## config.mk

```make
export PLATFORM = sky130hd
export DESIGN_NAME = sleep_clkgate_ctrl
export DESIGN_NICKNAME = d
export VERILOG_FILES = /design/src/rtl/sleep_clkgate_pkg.sv /design/src/rtl/sleep_clkgate_dlycnt.sv /design/src/rtl/sleep_clkgate_ctrl.sv
export SDC_FILE = /design/constraint.sdc
export NUM_CORES = 1
export LEC_CHECK = 0
export ABC_AREA = 0
export CAP_MARGIN = 20
export CORE_MARGIN = 3
export CORE_UTILIZATION = 40
export CTS_CLUSTER_SIZE = 10
export DETAILED_ROUTE_END_ITERATION = 8
export GPL_ROUTABILITY_DRIVEN = 0
export GPL_TIMING_DRIVEN = 0
export PLACE_DENSITY = 0.73
export SYNTH_ARGS = -nofsm -noshare
export SYNTH_HDL_FRONTEND = slang
export SYNTH_SLANG_ARGS = --single-unit
```

## constraint.sdc

```tcl
create_clock -name FCLK -period 2.5 [get_ports FCLK]
set_input_delay 0.625 -clock FCLK [delete_from_list [all_inputs] [get_ports FCLK]]
set_output_delay 0.625 -clock FCLK [all_outputs]
set_load 0.05 [all_outputs]
```

## src/rtl/sleep_clkgate_pkg.sv

```systemverilog
// Shared state encoding and widths for the sleep-aware clock-gating controller.
package sleep_clkgate_pkg;

    typedef enum logic [1:0] {
        ST_RUN   = 2'b00,
        ST_ENTRY = 2'b01,
        ST_GATED = 2'b10,
        ST_WAKE  = 2'b11
    } sleep_state_e;

    localparam int DLY_W   = 8;
    localparam int STATS_W = 16;

endpackage

```

## src/rtl/sleep_clkgate_dlycnt.sv

```systemverilog
// Loadable 8-bit down-counter shared by the entry and wake delays; holds at zero.
module sleep_clkgate_dlycnt
    import sleep_clkgate_pkg::*;
(
    input  logic             clk,
    input  logic             rst_n,
    input  logic             load,
    input  logic [DLY_W-1:0] load_val,
    input  logic             dec,
    output logic             zero
);

    logic [DLY_W-1:0] cnt_q;
    logic [DLY_W-1:0] cnt_d;

    always_comb begin
        cnt_d = cnt_q;
        if (load) begin
            cnt_d = load_val;
        end else if (dec && (cnt_q != '0)) begin
            cnt_d = cnt_q - DLY_W'(1);
        end
    end

    always_ff @(posedge clk or negedge rst_n) begin
        if (!rst_n) begin
            cnt_q <= '0;
        end else begin
            cnt_q <= cnt_d;
        end
    end

    assign zero = (cnt_q == '0);

endmodule

```

## src/rtl/sleep_clkgate_ctrl.sv

```systemverilog
// Sleep-aware HCLK enable controller (RUN/ENTRY/GATED/WAKE) driving the gate cell CLKEN.
// Optional gated-cycle statistics counter is built when SLEEP_CLKGATE_STATS_EN is defined.
module sleep_clkgate_ctrl
    import sleep_clkgate_pkg::*;
#(
    parameter int unsigned ENTRY_DLY = 8,
    parameter int unsigned WAKE_DLY  = 4,
    parameter bit          DEEP_ONLY = 1'b0
) (
    input  logic                FCLK,
    input  logic                PORESETn,
    input  logic                SLEEPING,
    input  logic                SLEEPDEEP,
    input  logic                GATE_ALLOW,
    input  logic                BUS_IDLE,
    input  logic                WAKEUP,
    input  logic                DBG_ACTIVE,
    output logic                HCLKEN,
    output logic                CLK_GATED,
    output logic [1:0]          SLEEP_STATE,
    input  logic                STATS_CLR,
    output logic [STATS_W-1:0]  GATED_CYCLES
);

    sleep_state_e     state_q;
    sleep_state_e     state_d;
    logic             hclken_q;
    logic             clk_gated_q;
    logic             gate_req;
    logic             cnt_load;
    logic [DLY_W-1:0] cnt_load_val;
    logic             cnt_dec;
    logic             cnt_zero;

    assign gate_req = SLEEPING & GATE_ALLOW & ~DBG_ACTIVE & ~WAKEUP
                    & (SLEEPDEEP | ~DEEP_ONLY);

    sleep_clkgate_dlycnt u_dlycnt (
        .clk      (FCLK),
        .rst_n    (PORESETn),
        .load     (cnt_load),
        .load_val (cnt_load_val),
        .dec      (cnt_dec),
        .zero     (cnt_zero)
    );

    always_comb begin
        state_d      = state_q;
        cnt_load     = 1'b0;
        cnt_load_val = DLY_W'(ENTRY_DLY);
        cnt_dec      = 1'b0;
        unique case (state_q)
            ST_RUN: begin
                if (gate_req) begin
                    state_d  = ST_ENTRY;
                    cnt_load = 1'b1;
                end
            end
            ST_ENTRY: begin
                // Abort outranks an expired count; bus activity restarts the wait.
                if (!gate_req) begin
                    state_d = ST_RUN;
                end else if (!BUS_IDLE) begin
                    cnt_load = 1'b1;
                end else if (cnt_zero) begin
                    state_d = ST_GATED;
                end else begin
                    cnt_dec = 1'b1;
                end
            end
            ST_GATED: begin
                if (!gate_req) begin
                    state_d      = ST_WAKE;
                    cnt_load     = 1'b1;
                    cnt_load_val = DLY_W'(WAKE_DLY);
                end
            end
            ST_WAKE: begin
                if (cnt_zero) begin
                    state_d = ST_RUN;
                end else begin
                    cnt_dec = 1'b1;
                end
            end
            default: state_d = ST_RUN;
        endcase
    end

    // Outputs load from next state so they switch on the same edge as the FSM.
    always_ff @(posedge FCLK or negedge PORESETn) begin
        if (!PORESETn) begin
            state_q     <= ST_RUN;
            hclken_q    <= 1'b1;
            clk_gated_q <= 1'b0;
        end else begin
            state_q     <= state_d;
            hclken_q    <= (state_d != ST_GATED);
            clk_gated_q <= (state_d == ST_GATED);
        end
    end

    assign HCLKEN      = hclken_q;
    assign CLK_GATED   = clk_gated_q;
    assign SLEEP_STATE = state_q;

`ifdef SLEEP_CLKGATE_STATS_EN
    logic [STATS_W-1:0] gated_cycles_q;
    logic [STATS_W-1:0] gated_cycles_d;

    always_comb begin
        gated_cycles_d = gated_cycles_q;
        if (STATS_CLR) begin
            gated_cycles_d = '0;
        end else if ((state_q == ST_GATED) && (gated_cycles_q != '1)) begin
            gated_cycles_d = gated_cycles_q + STATS_W'(1);
        end
    end

    always_ff @(posedge FCLK or negedge PORESETn) begin
        if (!PORESETn) begin
            gated_cycles_q <= '0;
        end else begin
            gated_cycles_q <= gated_cycles_d;
        end
    end

    assign GATED_CYCLES = gated_cycles_q;
`else
    logic stats_clr_unused;
    assign stats_clr_unused = STATS_CLR;
    assign GATED_CYCLES     = '0;
`endif

endmodule

```

==> results.ini <==
[outcome]
run_status = completed

[route]
dr.first_iter.drc_count = 10
vias_per_cell = 4.92
first_pass_iters = 4
ant_nets = 0
routed_wirelength_um = 1870
wire_per_inst_um = 12.1
vias = 762
drc_errors = 0

[critical_path]
critPathBufInv = 1
required_ps = 1880
critPathLaunchType = flop
cp-end-kind = output pin
crit-reg2reg-launch = u_dlycnt.cnt_q[0]
path_max_fanout = 1
slowest_delay_ps = 800
setup.worst_path.end = HCLKEN
crit_chain = clkdlybuf4s50_1
critical-path-slowest-cell = clkdlybuf4s50_1
reg2reg_to = u_dlycnt.cnt_q[2]
reg2regPathDepth = 6
crit_path_start = HCLKEN
path_class = reg2out
critPathTopFamily = buffers and inverters
cp.depth = 1
arrival_ps = 1600
reg2reg_slack_ps = 550

[finish]
n_antenna_cell = 0
n_fill_cell = 205
multi_input_area_um2 = 507
final_cells = 155
register_area_um2 = 302
drive_gt1_share_pct = 25.8
area.growth.synth_to_final_pct = 24.6
finalNetCount = 140
final_cell_mix = buf_4 (17), conb_1 (16), dfrtp_1 (11)
layout_commonest_cell = buf_4
stdcell_area_um2 = 1150
utilization_pct = 55.7

[timing]
timing.final.hold_violations = 0
min_period_ps = 2220
max_freq_ghz = 0.450
finalClockSkew_ps = 6.98
period_share_pct = 89.0
tightest_slew_ps = 552
setup_slack_ps = 276
drv_slew = 0
setup_violations = 0
grt_setup_unrepaired = false
whs_ps = 589
finalSetupTns_ps = 0
slew_headroom_pct = 63.1

[yosys]
synth_top_cell_by_area = dfrtp_1
syn_inst = 99
synth-seq-cells = 12
ys.warnings.count = 0
synth_top_area_share_pct = 29.9
synth_ff_type = dfrtp_1
avgSynthCellArea_um2 = 9.31
synth_edf_count = 0
seq_area_frac_synth_pct = 32.7
synth-xor-area-share_pct = 0.950
synth_fa_ha_area_share_pct = 2.71
synthTopCellsByArea = dfrtp_1 (30%), buf_4 (14%), a21oi_1 (3.8%)
synth-compound-area-share_pct = 19.3
synth_top_family_by_area = simple AND/OR/NAND/NOR gates
async_flop_share_pct = 100
synth_area_um2 = 922
muxShareOfSynthArea_pct = 3.39
ys_types = 41
synthSimpleGateAreaFrac_pct = 22.1

[global_route]
grt_max_degree = 13
grt_antenna_before_repair = 0
grt_pass1_wl_um = 3130
grt_pass1_vias = 737
grt.total_usage_pct = 14.6
gr-total-overflow = 0

[cts]
cts_tree = done
post_cts_buffers = 0
clk_latency_ps = 270
postCtsHoldBufs = 0
clock_path_buffers = 2
clock-root-buffer = clkbuf_4
cts_max_level = 1
cts_resized = 0
clkSinkCount = 12
cts_made_buffers = 3
clk_pin_slew_worst_paths_ps = 80

[placed_design]
dp.cells = 151
hpwl_um = 1490
post-place-ws_ps = 126
io_buffer_count = 10
post_dp_cell_area_um2 = 1110

[floorplanning]
die_w_um = 54.0
ios = 29
initial_core_util_pct = 44.7
core_um2 = 2060
dieArea_um2 = 2920
die_y_um = 54.0
core.rowCount = 16

[power_and_ir_drop]
power_mw = 1.32
powerDensity_nw_per_um2 = 1150
p_leak_nw = 0.513
ir_drop_v = 0.000571

[worst_hold_path]
min-delay-path-class = reg2reg

[run]
drv_cap = 0

==> cell usage after synthesis (2+ instances only) <==
cell type and number:
inv_1 6, nor2_1 4, nand3_1 2, o21ai_2 2
o21ai_0 4, o31ai_1 2, mux2i_1 2, or4_1 3
a221o_1 2, nand2_1 5, dfrtp_1 11, or3_1 2
a21oi_1 7, nor2b_1 2, ha_1 2, buf_4 17
nor4bb_1 2
==> where the power goes <==
part	switching (mW)	total [mW]	internal, mW
sequential	0.0914	0.357	0.266
clock	0.0636	0.152	0.0886
combinational	0.500	0.812	0.312
total	0.655	1.32	0.666
==> cells by family after synthesis <==
group / count (synthesis)
other: 1
multiplexers: 3
AND/OR/NAND/NOR: 31
buffers and inverters: 26
XOR/XNOR: 1
flip-flops: 12
AO/OA/AOI/OAI: 23
adder cells (fa/ha/maj): 2
==> worst min path at each step <==
| stage | depth (start not counted) | end | slack (ps) | from |
|---|---|---|---|---|
| after global placement | 2 | u_dlycnt.cnt_q[7] | 550 | u_dlycnt.cnt_q[7] |
| after detailed placement | 2 | u_dlycnt.cnt_q[1] | 580 | u_dlycnt.cnt_q[1] |
| after CTS | 2 | u_dlycnt.cnt_q[1] | 590 | u_dlycnt.cnt_q[1] |
| after global routing | 2 | u_dlycnt.cnt_q[1] | 620 | u_dlycnt.cnt_q[1] |
| final | 2 | u_dlycnt.cnt_q[1] | 590 | u_dlycnt.cnt_q[1] |
| after floorplan | 0 | CLK_GATED | 330 | PORESETn |
==> flip-flops by register name, indices dropped and copies added (netlist names) <==
name            count
u_dlycnt.cnt_q      8
CLK_GATED           1
SLEEP_STATE         2
HCLKEN              1
==> metal layers <==
layer	vias up	global-route usage [%]	part of all wire, %	wire length [µm]
met1	348	17.8	44	825
met5	-	0	0	0
li1	388	-	-	-
met2	24	24.4	49	921
met3	2	4.16	5.4	100
met4	0	4.98	1.2	22
==> tightest hold or removal path: cells and delay by family, from the launching register on <==
kind	cells	cell delay (ps)
flip-flops	1	400
AO/OA/AOI/OAI	2	150
==> area by class of cell <==
| cell class | count | share of cell area (%) |
|---|---|---|
| Multi-Input combinational cell | 76 | 44.1 |
| Sequential cell | 12 | 26.3 |
| Buffer | 20 | 12.9 |
| Timing Repair Buffer | 10 | 8.71 |
| Clock buffer | 4 | 3.16 |
| Tap cell | 27 | 2.94 |
| Inverter | 6 | 1.96 |
Power figures use the tool's default switching activity.
